`src/rtl/audio_sample_scheduler_if.sv`:
```
// iomem bus slice between the picosoc CPU and the audio sample scheduler.
// Latency: none here; the slave answers one cycle after a selected request.
// Backpressure: none, the slave never inserts wait states.
interface audio_sample_scheduler_if;
  logic        sel;
  logic        iomem_valid;
  logic        iomem_ready;
  logic [3:0]  iomem_wstrb;
  logic [31:0] iomem_addr;
  logic [31:0] iomem_wdata;
  logic [31:0] iomem_rdata;

  modport master (
    output sel, iomem_valid, iomem_wstrb, iomem_addr, iomem_wdata,
    input  iomem_ready, iomem_rdata
  );

  modport slave (
    input  sel, iomem_valid, iomem_wstrb, iomem_addr, iomem_wdata,
    output iomem_ready, iomem_rdata
  );
endinterface

```
`src/rtl/audio_sample_scheduler.sv`:
```
// Sample FIFO plus programmable divider feeding the 12-bit PDM DAC; optional low-water irq under AUDIO_SCHED_IRQ_EN.
// Latency: bus ack 1 cycle; first sample DIV+1 cycles after enable, then one every DIV+1 cycles.
// Backpressure: none; pushes into a full FIFO are dropped and flagged as overflow.
module audio_sample_scheduler #(
  parameter int DEPTH = 16,
  parameter int DIV_W = 16
) (
  input  logic                     clk,
  input  logic                     resetn,
  audio_sample_scheduler_if.slave  bus,
  output logic [11:0]              sample_out,
  output logic                     irq
);
  localparam int AW = $clog2(DEPTH);
  localparam int PW = AW + 1;

  typedef enum logic {IDLE = 1'b0, RUN = 1'b1} state_t;

  state_t             state_q, state_d;
  logic [DIV_W-1:0]   div_q, cnt_q;
  logic [PW-1:0]      wptr_q, rptr_q, level;
  logic [11:0]        mem [DEPTH];
  logic               underrun_q, overflow_q;
  logic [3:0]         thresh_rd;
  logic [31:0]        rd_mux;

  logic access, wr_acc, wr_data, wr_div, wr_ctrl, wr_stat;
  logic empty, full, tick, flush, push, pop;
  logic [1:0] reg_idx;
  logic unused_bits;

  assign reg_idx = bus.iomem_addr[3:2];
  assign access  = bus.iomem_valid && bus.sel && !bus.iomem_ready;
  // Any nonzero strobe is treated as a whole-register write.
  assign wr_acc  = access && (bus.iomem_wstrb != 4'b0000);
  assign wr_data = wr_acc && (reg_idx == 2'd0);
  assign wr_div  = wr_acc && (reg_idx == 2'd1);
  assign wr_ctrl = wr_acc && (reg_idx == 2'd2);
  assign wr_stat = wr_acc && (reg_idx == 2'd3);

  assign level = wptr_q - rptr_q;
  assign empty = (level == '0);
  assign full  = (level == PW'(DEPTH));
  assign flush = wr_ctrl && bus.iomem_wdata[1];
  assign tick  = (state_q == RUN) && (cnt_q == div_q);
  // Fullness uses the pre-pop level; flush overrides both sides.
  assign push  = wr_data && !full && !flush;
  assign pop   = tick && !empty && !flush;

  assign unused_bits = ^{bus.iomem_addr[31:4], bus.iomem_addr[1:0], bus.iomem_wdata};

  // Register read mux; reserved bits read as zero.
  always_comb begin
    rd_mux = '0;
    case (reg_idx)
      2'd1: rd_mux[DIV_W-1:0] = div_q;
      2'd2: begin
        rd_mux[0]    = (state_q == RUN);
        rd_mux[11:8] = thresh_rd;
      end
      2'd3: begin
        rd_mux[6:0] = 7'(level);
        rd_mux[8]   = empty;
        rd_mux[9]   = full;
        rd_mux[10]  = underrun_q;
        rd_mux[11]  = overflow_q;
      end
      default: rd_mux = '0;
    endcase
  end

  // One-cycle bus acknowledge; read data is captured only on an accepted access.
  always_ff @(posedge clk or negedge resetn) begin
    if (!resetn) begin
      bus.iomem_ready <= 1'b0;
      bus.iomem_rdata <= '0;
    end else begin
      bus.iomem_ready <= access;
      if (access) bus.iomem_rdata <= rd_mux;
    end
  end

  // Scheduler state follows the enable bit written through CTRL.
  always_comb begin
    state_d = state_q;
    if (wr_ctrl) state_d = bus.iomem_wdata[0] ? RUN : IDLE;
  end

  // Scheduler state register.
  always_ff @(posedge clk or negedge resetn) begin
    if (!resetn) state_q <= IDLE;
    else         state_q <= state_d;
  end

  // Divider register and period counter; counter parks at 0 while idle.
  always_ff @(posedge clk or negedge resetn) begin
    if (!resetn) begin
      div_q <= '0;
      cnt_q <= '0;
    end else begin
      if (wr_div) div_q <= bus.iomem_wdata[DIV_W-1:0];
      if (state_q == IDLE || wr_div || tick) cnt_q <= '0;
      else                                   cnt_q <= cnt_q + DIV_W'(1);
    end
  end

  // FIFO pointers, one bit wider than the address so full and empty differ.
  always_ff @(posedge clk or negedge resetn) begin
    if (!resetn) begin
      wptr_q <= '0;
      rptr_q <= '0;
    end else if (flush) begin
      wptr_q <= '0;
      rptr_q <= '0;
    end else begin
      if (push) wptr_q <= wptr_q + PW'(1);
      if (pop)  rptr_q <= rptr_q + PW'(1);
    end
  end

  // FIFO storage; contents need no reset since the pointers gate every read.
  always_ff @(posedge clk) begin
    if (push) mem[wptr_q[AW-1:0]] <= bus.iomem_wdata[11:0];
  end

  // DAC sample register; holds across idle, underrun and flush.
  always_ff @(posedge clk or negedge resetn) begin
    if (!resetn)  sample_out <= 12'h800;
    else if (pop) sample_out <= mem[rptr_q[AW-1:0]];
  end

  // Sticky error flags; a new event in the same cycle beats a clear.
  always_ff @(posedge clk or negedge resetn) begin
    if (!resetn) begin
      underrun_q <= 1'b0;
      overflow_q <= 1'b0;
    end else begin
      if (tick && empty)                         underrun_q <= 1'b1;
      else if (wr_stat && bus.iomem_wdata[10])   underrun_q <= 1'b0;
      if (wr_data && full)                       overflow_q <= 1'b1;
      else if (wr_stat && bus.iomem_wdata[11])   overflow_q <= 1'b0;
    end
  end

`ifdef AUDIO_SCHED_IRQ_EN
  logic [3:0] thresh_q;

  assign thresh_rd = thresh_q;

  // Low-water threshold and registered level-sensitive interrupt.
  always_ff @(posedge clk or negedge resetn) begin
    if (!resetn) begin
      thresh_q <= 4'h0;
      irq      <= 1'b0;
    end else begin
      if (wr_ctrl) thresh_q <= bus.iomem_wdata[11:8];
      irq <= (state_q == RUN) && (int'(level) <= int'(thresh_q));
    end
  end
`else
  assign thresh_rd = 4'h0;
  assign irq       = 1'b0;
`endif

endmodule

```
`src/flat_wrapper.sv`:
```
// flat-port wrapper written by rule: the top's interface ports become plain ports
module audio_sample_scheduler_flat 
#(
  parameter int DEPTH = 16,
  parameter int DIV_W = 16
)
  (clk, resetn, sample_out, irq, bus_sel, bus_iomem_valid, bus_iomem_wstrb, bus_iomem_addr, bus_iomem_wdata, bus_iomem_ready, bus_iomem_rdata);
  audio_sample_scheduler_if bus_i ();
  input  logic clk;
  input  logic resetn;
  output logic [11:0] sample_out;
  output logic irq;
  input wire logic [$bits(bus_i.sel)-1:0] bus_sel;
  input wire logic [$bits(bus_i.iomem_valid)-1:0] bus_iomem_valid;
  input wire logic [$bits(bus_i.iomem_wstrb)-1:0] bus_iomem_wstrb;
  input wire logic [$bits(bus_i.iomem_addr)-1:0] bus_iomem_addr;
  input wire logic [$bits(bus_i.iomem_wdata)-1:0] bus_iomem_wdata;
  output wire logic [$bits(bus_i.iomem_ready)-1:0] bus_iomem_ready;
  output wire logic [$bits(bus_i.iomem_rdata)-1:0] bus_iomem_rdata;
  assign bus_i.sel = bus_sel;
  assign bus_i.iomem_valid = bus_iomem_valid;
  assign bus_i.iomem_wstrb = bus_iomem_wstrb;
  assign bus_i.iomem_addr = bus_iomem_addr;
  assign bus_i.iomem_wdata = bus_iomem_wdata;
  assign bus_iomem_ready = bus_i.iomem_ready;
  assign bus_iomem_rdata = bus_i.iomem_rdata;
  audio_sample_scheduler #(.DEPTH(DEPTH), .DIV_W(DIV_W)) u_core (.clk(clk), .resetn(resetn), .bus(bus_i), .sample_out(sample_out), .irq(irq));
endmodule
```
`config.mk`:
```
export PLATFORM = sky130hd
export DESIGN_NAME = audio_sample_scheduler_flat
export DESIGN_NICKNAME = d
export VERILOG_FILES = /design/src/rtl/audio_sample_scheduler_if.sv /design/src/rtl/audio_sample_scheduler.sv /design/src/flat_wrapper.sv
export SDC_FILE = /design/constraint.sdc
export NUM_CORES = 1
export LEC_CHECK = 0
export ABC_AREA = 1
export BUFFER_PORTS_ARGS = -buffer_cell sky130_fd_sc_hd__buf_4
export CORE_MARGIN = 1.5
export CORE_UTILIZATION = 30
export DETAILED_ROUTE_END_ITERATION = 8
export GPL_TIMING_DRIVEN = 0
export PLACE_DENSITY = 0.56
export SETUP_SLACK_MARGIN = 0.5
export SLEW_MARGIN = 20
export SYNTH_ARGS = -nofsm -noshare
export SYNTH_HDL_FRONTEND = slang
export SYNTH_SLANG_ARGS = --single-unit
```
`constraint.sdc`:
```
create_clock -name clk -period 2.65 [get_ports clk]
set_input_delay 0.265 -clock clk [delete_from_list [all_inputs] [get_ports clk]]
set_output_delay 0.265 -clock clk [all_outputs]
set_load 0.03 [all_outputs]
```
==> results_dict.tcl <==
set metrics [dict create \
    nets 1619 \
    numCtsBuffers 30 \
    worstSetupPathType "reg2reg" \
    n_antenna_cell 0 \
    seqPwrFrac_pct 43.4 \
    drv_cap 0 \
    syn_avg_cell_area_um2 9.09 \
    swShare_pct 27.4 \
    r2r_end "u_core.mem[15][5]" \
    postSynthCellCount 1376 \
    cp.arrival_ns 2.67 \
    critPathMaxStageDelay_ns 0.44 \
    period_share_pct 90.3 \
    synthFlopType "edfxtp_1" \
    ys_warn_count 0 \
    grt_overflow_total 0 \
    fin_crit_ns 2.39 \
    wire_per_inst_um 16.7 \
    area_growth_pct 26.7 \
    cp-end-kind "flip-flop" \
    pwr-share-clk_pct 38.3 \
    grt_pass1_wl_um 54200 \
    vias 9488 \
    rows 74 \
    grt_max_degree 75 \
    cts_max_level 1 \
    r2r_start "u_core.rptr_q[0]" \
    cp.required_ns 2.93 \
    skew_ns 0.00865 \
    rsz0062_at_grt "yes" \
    insertion_delay_ns 0.56 \
    p_switching_mw 3.04 \
    drive_above_1_share_pct 17.8 \
    track_usage_pct 16.4 \
    cts.sinks 266 \
    grt_pass1_vias 9488 \
    fin_util_pct 38.6 \
    die_height_um 207 \
    worst_pin_slew_ns 0.962 \
    final_cell_mix "nand2_1 (486), inv_1 (194), edfxtp_1 (192)" \
    gp_congestion 0.879 \
    post-dp-hpwl_um 23300 \
    clk_pin_slew_ns 0.06 \
    r2r_slack_ns 0.26 \
    power.density_mw_per_mm2 702 \
    die_w_um 207 \
    power.leakage_nw 7.06 \
    path_cells "ha_4 -> fa_2 -> nand3b_1 -> nand2_1 -> nand2_1 -> nand2_2 -> inv_2 -> nand3_4 -> nand2_8 -> buf_12 -> nor2_4 -> buf_6 -> buf_12" \
    pin_count 118 \
    cts_tree "built" \
    wirelength_um 35000 \
    intPower_mw 8.08 \
    ys_ff_latch 266 \
    syn_area_mm2 0.0125 \
    max_freq_ghz 0.418 \
    antenna_found_initial 0 \
    min_from "bus_iomem_addr[2]" \
    reg2reg_depth 13 \
    port_buffers 54 \
    drc 6 \
    pwr-share-comb_pct 18.2 \
    hold_path_class "in2reg" \
    relSlewSlack_pct 35.8 \
    status "complete, but fails checks" \
    min_delay_path_depth 4 \
    finalHoldViolCount 0 \
    crit_path_top_delay_cell "dfrtp_2" \
    ant_nets 0 \
    cp_max_fo 6 \
    drtIter0Drc 631 \
    synth_cell_type_count 36 \
    synth_edf_count 192 \
    slew_viol_final 0 \
    max-vdd-ir-drop_mv 0.463 \
    start_util_pct 30.5 \
    cts_root_buf "clkbuf_16" \
    finalSetupViolCount 0 \
    startpoint_type "flip-flop" \
    post-layout-total-power_mw 11.1 \
    design.die.area_mm2 0.0429 \
    core-area_mm2 0.0410 \
    failed_checks "design-rule violations" \
    clockBufferDepth 3 \
    ys_seq_area_share_pct 60.9 \
    firstDrtPassIters 7 \
    synthArstFlopShare_pct 27.8 \
    layout_commonest_cell "nand2_1" \
    vias_per_cell 4.54 \
    min_to "u_core.state_q" \
]
per-stage QoR:
step	TNS, ns	area, um2	setup WS [ns]	hold WS, ns	instances
floorplan	0	12800	0.317	-0.0306	1392
global placement	-8.51	13900	-0.109	0.457	1978
detailed placement	-13.26	13900	-0.126	0.461	1978
CTS	0	15400	0.230	0.0585	2067
global route	0	15800	0.164	0.0772	2091
finish	0	15800	0.257	0.0781	2091
critical path: cells and delay by family, from the launching register on:
kind / cells / cell delay (ns)
and+or+nand+nor: 7 / 0.69
buffers and inverters: 4 / 0.43
adders and majority gates: 2 / 0.51
DFF: 1 / 0.44
kinds of logic (layout without fill, tap and decap cells):
logic type      Yosys count  count (layout)  synth area share, %
xor+xnor                 15              15                 1.05
other cells               1              17               0.0300
buf+inv                 273             440                 9.19
mux                       2               2                0.180
compound gates           47              47                 2.02
simple gates            761             761                 25.4
fa+ha+maj                11              11                 1.16
flops                   266             266                 60.9
worst max path at each step:
stage / end / from / slack, ns
global placement: u_core.mem[10][4] / u_core.rptr_q[1] / -0.11
CTS: u_core.mem[14][7] / u_core.rptr_q[0] / 0.23
detailed placement: u_core.mem[7][10] / u_core.rptr_q[1] / -0.13
global route: u_core.mem[2][6] / u_core.rptr_q[0] / 0.16
finish: u_core.mem[15][5] / u_core.rptr_q[0] / 0.26
floorplan: u_core.mem[5][0] / u_core.wptr_q[0] / 0.32
routing by layer:
layer  part of all wire [%]  GRT usage [%]  vias up
met3                    5.2           2.41       51
met5                      0              0        -
met4                    2.5           4.89        0
li1                       -              -     4664
met1                     43           20.8     4542
met2                     50           28.8      231
power by group through the flow:
stage               Sequential, mW  Clock (mW)  Combinational, mW
finish                        4.83        4.27               2.03
global route                  4.85        4.51               2.21
CTS                           4.83        4.35               1.53
detailed placement            4.91           0               1.44
global placement              4.91           0               1.41
floorplan                     4.95           0              0.945
cell usage after synthesis, types with 4 or more instances:
master,instances,area [um2]
nand2_1,505,1900
inv_1,199,747
edfxtp_1,192,5770
nand3_1,119,596
nor2_1,84,315
dfrtp_1,73,1830
nand4_1,25,156
buf_4,24,180
buf_2,21,105
clkbuf_1,19,71.3
a21oi_1,18,90.1
o21ai_0,16,80.1
xor2_1,11,96.3
ha_1,10,125
a31oi_1,7,43.8
inv_2,7,26.3
nor3_1,6,30.0
nand3_2,5,50.1
nand2_2,4,25.0
nand3b_1,4,30.0
xnor2_1,4,35.0
flip-flops by register name (all words and copies together) (netlist names):
signal and flops:
u_core.mem 192, u_core.bus.iomem_rdata 16, u_core.cnt_q 16, u_core.div_q 16, u_core.sample_out 12, u_core.rptr_q 5
u_core.wptr_q 5, u_core.bus.iomem_ready 1, u_core.overflow_q 1, u_core.state_q 1, u_core.underrun_q 1
final cells by class:
type | instances | area [um2]
repair buffers | 112 | 1160
inverters | 206 | 788
clock buffers | 33 | 772
clock inverters | 22 | 244
fillers | 4078 | 25200
multi-input cells | 853 | 4150
plain buffers | 67 | 448
flip-flops and latches | 266 | 7620
well taps | 532 | 666
repair_timing:
action / in CTS / in global routing
hold buffers: 5 / 0
setup buffers: 28 / 21
endpoints found under the hold margin: 77 / 0
gates cloned: 1 / 3
setup endpoints to repair: 214 / 214
pin swaps: 17 / 11
gates resized for setup: 14 / 42
Power figures use the tool's default switching activity.
